$ cat config.mk
export PLATFORM = sky130hd
export DESIGN_NAME = pipelined_barrel_shifter
export DESIGN_NICKNAME = d
export VERILOG_FILES = /design/src/rtl/shifter_pkg.sv /design/src/rtl/shifter_stage.sv /design/src/rtl/pipelined_barrel_shifter.sv
export SDC_FILE = /design/constraint.sdc
export NUM_CORES = 1
export LEC_CHECK = 0
export CAP_MARGIN = 15
export CORE_ASPECT_RATIO = 0.7
export CORE_MARGIN = 5
export CORE_UTILIZATION = 55
export CTS_CLUSTER_DIAMETER = 60
export DETAILED_ROUTE_END_ITERATION = 10
export GPL_ROUTABILITY_DRIVEN = 0
export PLACE_DENSITY = 0.78
export SYNTH_ARGS = -nofsm -noshare
export SYNTH_HDL_FRONTEND = slang
export SYNTH_SLANG_ARGS = --single-unit
$ cat constraint.sdc
create_clock -name clk_i -period 2.3 [get_ports clk_i]
set_clock_uncertainty 0.1 [all_clocks]
set_input_delay 0.46 -clock clk_i [delete_from_list [all_inputs] [get_ports clk_i]]
set_output_delay 0.46 -clock clk_i [all_outputs]
set_load 0.03 [all_outputs]
$ cat src/rtl/shifter_pkg.sv
// -----------------------------------------------------------------------------
// shifter_pkg
// Shared types for the pipelined barrel shifter:
//   shift_op_e        - 2-bit shift operation (value 3 is reserved, acts as ROT)
//   shifter_payload_t - everything one pipeline stage carries to the next
// The payload is sized for the widest supported shifter (SHIFTER_MAX_N); a
// narrower instance uses only the low N data bits and the low AW amount bits,
// and the unused upper bits stay zero.
// -----------------------------------------------------------------------------
package shifter_pkg;

  localparam int unsigned SHIFTER_MAX_N  = 64;
  localparam int unsigned SHIFTER_MAX_AW = 7;

  typedef enum logic [1:0] {
    SHIFT_ROT     = 2'd0,
    SHIFT_LSL_LSR = 2'd1,
    SHIFT_ASR     = 2'd2
  } shift_op_e;

  typedef struct packed {
    logic [SHIFTER_MAX_N-1:0]  data;
    shift_op_e                 op;
    logic                      direction;
    logic [SHIFTER_MAX_AW-1:0] amount;
    logic                      saturate;
    logic                      valid;
  } shifter_payload_t;

  // The reserved encoding falls back to rotate, so "rotate" is simply
  // "neither of the two fill-based operations".
  function automatic logic op_is_rotate(input shift_op_e op);
    return !((op == SHIFT_LSL_LSR) || (op == SHIFT_ASR));
  endfunction

endpackage

$ cat src/rtl/shifter_stage.sv
// -----------------------------------------------------------------------------
// shifter_stage
// One level of the barrel shifter: shifts the payload data by 2^K when amount
// bit K is set, then registers the whole payload while advance_i is high.
// Stage 0 additionally resolves the "amount >= N" flag and applies saturation.
// Ports:
//   clk_i, rst_ni  - clock, asynchronous active-low reset
//   advance_i      - global pipeline enable (low = hold, including bubbles)
//   payload_i      - payload from the previous stage (or the input port)
//   payload_d_o    - next-state payload (what the register will load)
//   payload_q_o    - registered payload towards the next stage
// -----------------------------------------------------------------------------
module shifter_stage
  import shifter_pkg::*;
#(
  parameter int unsigned N = 8,
  parameter int unsigned K = 0
) (
  input  logic             clk_i,
  input  logic             rst_ni,
  input  logic             advance_i,
  input  shifter_payload_t payload_i,
  output shifter_payload_t payload_d_o,
  output shifter_payload_t payload_q_o
);

  localparam int unsigned D  = 1 << K;
  localparam int unsigned AW = $clog2(N) + 1;

  shifter_payload_t shifted;
  shifter_payload_t payload_d;
  shifter_payload_t payload_q;
  logic [N-1:0]     din;
  logic [N-1:0]     dout;
  logic             sat;
  logic             fill;
  logic             is_rot;

  // Shift by 2^K. An oversized logical/arithmetic shift is turned into its
  // final value up front in stage 0; the later stages then leave an all-zero
  // or all-sign word unchanged, so no extra logic is needed at the tail.
  always_comb begin
    shifted = payload_i;
    is_rot  = op_is_rotate(payload_i.op);
    sat     = payload_i.saturate;
    if (K == 0) sat = payload_i.amount[AW-1];
    din = payload_i.data[N-1:0];
    if (sat && !is_rot) begin
      if ((payload_i.op == SHIFT_ASR) && !payload_i.direction) din = {N{payload_i.data[N-1]}};
      else din = '0;
    end
    fill = ((payload_i.op == SHIFT_ASR) && !payload_i.direction) ? din[N-1] : 1'b0;
    dout = din;
    if (payload_i.amount[K]) begin
      if (payload_i.direction) begin
        if (is_rot) dout = {din[N-1-D:0], din[N-1:N-D]};
        else        dout = {din[N-1-D:0], {D{1'b0}}};
      end else begin
        if (is_rot) dout = {din[D-1:0], din[N-1:D]};
        else        dout = {{D{fill}}, din[N-1:D]};
      end
    end
    shifted.data[N-1:0] = dout;
    shifted.saturate    = sat;
  end

  always_comb begin
    payload_d = payload_q;
    if (advance_i) payload_d = shifted;
  end

  always_ff @(posedge clk_i or negedge rst_ni) begin
    if (!rst_ni) payload_q <= '0;
    else         payload_q <= payload_d;
  end

  assign payload_d_o = payload_d;
  assign payload_q_o = payload_q;

endmodule

$ cat src/rtl/pipelined_barrel_shifter.sv
// -----------------------------------------------------------------------------
// pipelined_barrel_shifter
// Pipelined N-bit barrel shifter (rotate / logical / arithmetic) with one
// register per shift level and valid/ready handshaking through a global stall.
// Latency is $clog2(N) cycles, throughput one word per cycle.
// Ports:
//   clk_i, rst_ni             - clock, asynchronous active-low reset
//   valid_i, ready_o          - input handshake
//   data_i                    - operand
//   shift_amount_i            - distance 0..2N-1 (top bit = "at least N")
//   shift_direction_i         - 1 = left, 0 = right
//   shift_op_i                - shift_op_e encoding (3 behaves as rotate)
//   valid_o, ready_i          - output handshake
//   shifted_data_o            - result
//   zero_o                    - result is all zeros (only with the macro below)
// Build option: define SHIFTER_ZERO_FLAG_EN to add the zero_o flag.
// -----------------------------------------------------------------------------
module pipelined_barrel_shifter
  import shifter_pkg::*;
#(
  parameter int unsigned N  = 8,
  parameter int unsigned AW = $clog2(N) + 1
) (
  input  logic          clk_i,
  input  logic          rst_ni,
  input  logic          valid_i,
  output logic          ready_o,
  input  logic [N-1:0]  data_i,
  input  logic [AW-1:0] shift_amount_i,
  input  logic          shift_direction_i,
  input  logic [1:0]    shift_op_i,
  output logic          valid_o,
  input  logic          ready_i,
`ifdef SHIFTER_ZERO_FLAG_EN
  output logic          zero_o,
`endif
  output logic [N-1:0]  shifted_data_o
);

  localparam int unsigned S = $clog2(N);

  shifter_payload_t in_payload;
  shifter_payload_t pipe   [S+1];
  shifter_payload_t pipe_d [S];
  logic             advance;
  logic             unused_tail;

  // Pack the input port into a payload. When the pipe is stalled the first
  // stage does not load, so valid_i needs no gating with ready_o here.
  always_comb begin
    in_payload                   = '0;
    in_payload.data[N-1:0]       = data_i;
    in_payload.amount[AW-1:0]    = shift_amount_i;
    in_payload.op                = shift_op_e'(shift_op_i);
    in_payload.direction         = shift_direction_i;
    in_payload.valid             = valid_i;
  end

  assign pipe[0] = in_payload;

  for (genvar k = 0; k < S; k++) begin : g_stage
    logic unused_d;

    shifter_stage #(
      .N (N),
      .K (k)
    ) u_stage (
      .clk_i       (clk_i),
      .rst_ni      (rst_ni),
      .advance_i   (advance),
      .payload_i   (pipe[k]),
      .payload_d_o (pipe_d[k]),
      .payload_q_o (pipe[k+1])
    );

    assign unused_d = ^pipe_d[k];
  end

  // Whole pipe moves together; an empty output slot or a willing consumer
  // lets everything, bubbles included, step forward.
  assign valid_o        = pipe[S].valid;
  assign shifted_data_o = pipe[S].data[N-1:0];
  assign advance        = ~valid_o | ready_i;
  assign ready_o        = advance;
  assign unused_tail    = ^pipe[S];

`ifdef SHIFTER_ZERO_FLAG_EN
  logic zero_d;
  logic zero_q;

  // The last stage's next-state already reflects the hold, so the flag
  // simply tracks it and stays aligned with shifted_data_o.
  always_comb begin
    zero_d = pipe_d[S-1].valid & ~|pipe_d[S-1].data[N-1:0];
  end

  always_ff @(posedge clk_i or negedge rst_ni) begin
    if (!rst_ni) zero_q <= 1'b0;
    else         zero_q <= zero_d;
  end

  assign zero_o = zero_q;
`endif

endmodule

==> results_dict.tcl <==
set metrics [dict create \
    status "finished clean" \
    diodes 0 \
    cp-endpoint "ready_o" \
    worst_pin_slew_ns 0.834 \
    synth_compound_area_share_pct 27.3 \
    ios 29 \
    peakVddDrop_mv 0.914 \
    finalCriticalPeriod_ns 2.25 \
    overflow 0 \
    clkSinkCount 38 \
    fmax_mhz 444 \
    yosysUniqueCellTypes 49 \
    finalPower_mw 3.10 \
    netlist_instances 248 \
    start_util_pct 57.3 \
    p_clk_share_pct 14.4 \
    powerDensity_mw_per_mm2 1160 \
    drc 0 \
    drive_above_1_share_pct 15.1 \
    ff2ff_path_depth 6 \
    clock-root-buffer "clkbuf_8" \
    power_frac_comb_pct 47.3 \
    design_area_mm2 0.00268 \
    cpMostUsedCell "clkdlybuf4s50_1" \
    utilization_pct 68.3 \
    antenna_found_initial 0 \
    p_sw_share_pct 41.8 \
    portBuffers 28 \
    nets 302 \
    grt_pass1_vias 1844 \
    cts_buffers 5 \
    fillers 318 \
    arrival_ns 1.69 \
    crit_chain "clkdlybuf4s50_1 -> nor2b_2 -> inv_4 -> clkdlybuf4s50_1" \
    synth_top_flop_cell "dfrtp_1" \
    cp-startpoint "ready_i" \
    rows 19 \
    yosysMostFrequentCell "nand2_1" \
    cp-end-kind "primary output" \
    synth-seq-cells 38 \
    cp_slowest_cell "clkdlybuf4s50_1" \
    vias 2015 \
    first_pass_iters 4 \
    dp_hpwl_um 4030 \
    yosysSeqAreaShare_pct 42.3 \
    grt_pass1_wl_um 9150 \
    postCtsHoldBufs 0 \
    pre_cts_ws_ns -0.0819 \
    hold_class "in2async" \
    routedWlPerCell_um 16.4 \
    clk_path_buf_depth 2 \
    synth.area.mux_share_pct 3.40 \
    finalCritPeriodShare_pct 97.9 \
    worstReg2RegStart "g_stage[0].u_stage.payload_q_o[10]" \
    worstReg2RegEnd "g_stage[1].u_stage.payload_q_o[17]" \
    setup_slack_ns 0.0493 \
    die_area_mm2 0.00548 \
    dpl_cell_area_mm2 0.00259 \
    fin_cells 331 \
    largest_register_ffs 38 \
    grt_use_total_pct 21.0 \
    drv_cap 0 \
    synth_top_cells_by_count "51 x nand2_1, 38 x dfrtp_1, 18 x a21oi_1" \
    finalSetupTns_ns 0 \
    fp.dieW_um 86.4 \
    final-hold-violation-count 0 \
    worstSkewPairLatency_ns 0.29 \
    start_kind "primary input" \
    synth-xor-area-share_pct 0 \
    synth_top_family_by_area "compound AO/OA/AOI/OAI gates" \
    synth.top_cell.area_share_pct 42.3 \
    multi_input_area_mm2 0.00117 \
    yosys.area_share.simple_pct 19.8 \
    h-tree-depth 2 \
    finalSetupViolCount 0 \
    clk_pin_slew_ns 0.07 \
    synth-warning-count 0 \
    sequentialPowerShare_pct 38.3 \
    die_y_um 63.5 \
    critPathMaxFanout 2 \
    whs_ns 0.169 \
    post_cts_buffers 0 \
    first_iter_violations 277 \
    syn_area_mm2 0.00225 \
    critPathMaxStageDelay_ns 0.66 \
    synth_top_area_cell "dfrtp_1" \
    syn2layout_area_growth_pct 19.2 \
    yosys-top-cells-area "dfrtp_1 42%, nand2_1 8.5%, a21oi_1 4.0%" \
    leakage_nw 1.20 \
    regArea_um2 951 \
    grt_max_degree 39 \
    cts_tree "built" \
    ctsResizeCount 0 \
    power_switching_mw 1.30 \
    synth-async-reset-ratio_pct 100 \
    final_antenna_net_count 0 \
    slew_headroom_pct 44.4 \
    synth_nets 270 \
    core_area_mm2 0.00392 \
    vias_per_cell 6.09 \
    timing_worst_setup_path_type "in2out" \
    slew_viol_final 0 \
    place_inst 325 \
    power.internal_mw 1.80 \
    reg2reg_setup_slack_ns 0.38 \
    synthAdderAreaFrac_pct 1.67 \
    syn_area_per_cell_um2 9.06 \
    synth-edff-count 0 \
    routed_wl_um 5410 \
    cp.required_ns 1.74 \
    rsz0062_at_grt "no" \
]
power by group through the flow:
stage / clock network [mW] / registers (mW) / logic [mW]
finish: 0.446 / 1.19 / 1.47
global route: 0.489 / 1.23 / 1.60
CTS: 0.452 / 1.18 / 1.46
detailed placement: 0 / 1.19 / 1.46
global placement: 0 / 1.18 / 1.42
floorplan: 0 / 1.25 / 0.944
placed cells by master, fill, tap and decap left out, drive strengths merged, types with 2 or more instances in the layout:
master         netlist  layout
nand3b               2       2
nor3                 3       3
a211o                4       4
clkbuf               3       6
nand2               55      55
a21oi               20      20
o22ai                2       2
o21ai               17      17
clkdlybuf4s50        0      27
a31oi                4       4
mux2i                5       5
o211ai               6       6
o221a                3       3
a221oi               6       6
a21o                 4       4
o211a                2       2
dfrtp               38      38
nand2b               5       5
nor2b                5       5
a211oi               6       6
a22o                 2       2
buf                 12      13
nand3                4       4
ha                   3       3
inv                  9       9
nand4b               2       2
nor2                14      14
mux2                 2       2
layer usage:
metal / GRT usage, % / up-vias / share of wire (%)
met1: 32.1 / 962 / 48
met2: 28.6 / 90 / 42
met4: 5.45 / 0 / 1.4
li1: - / 955 / -
met3: 5.99 / 8 / 8.2
met5: 0 / - / 0
cell families (layout without fill, tap and decap cells):
kind of cell	Yosys count	count (layout)
fa+ha+maj	3	3
compound gates	82	82
simple gates	93	93
mux	7	7
buf+inv	25	56
flops	38	38
how the worst min path moves through the flow:
stage                                                     to  slack (ns)  cells past startpoint
after floorplan            g_stage[0].u_stage.payload_q_o[0]        0.06                      0
after global placement     g_stage[2].u_stage.payload_q_o[0]        0.34                      1
after detailed placement   g_stage[1].u_stage.payload_q_o[0]        0.35                      2
after CTS                 g_stage[1].u_stage.payload_q_o[14]        0.20                      1
after global routing      g_stage[1].u_stage.payload_q_o[15]        0.25                      1
final                     g_stage[0].u_stage.payload_q_o[12]        0.17                      1
layout make-up:
| cell class | count | share of cell area [%] |
|---|---|---|
| well taps | 52 | 2.43 |
| repair buffers | 40 | 13.6 |
| clock buffers | 6 | 3.08 |
| multi-input cells | 185 | 43.8 |
| flip-flops and latches | 38 | 35.5 |
| inverters | 10 | 1.50 |
critical path: cells and delay by family:
| family | cells | cell delay [ns] |
|---|---|---|
| buffers and inverters | 3 | 1.18 |
| AND/OR/NAND/NOR | 1 | 0.06 |
Note: power is estimated with default switching activity, not from simulation.
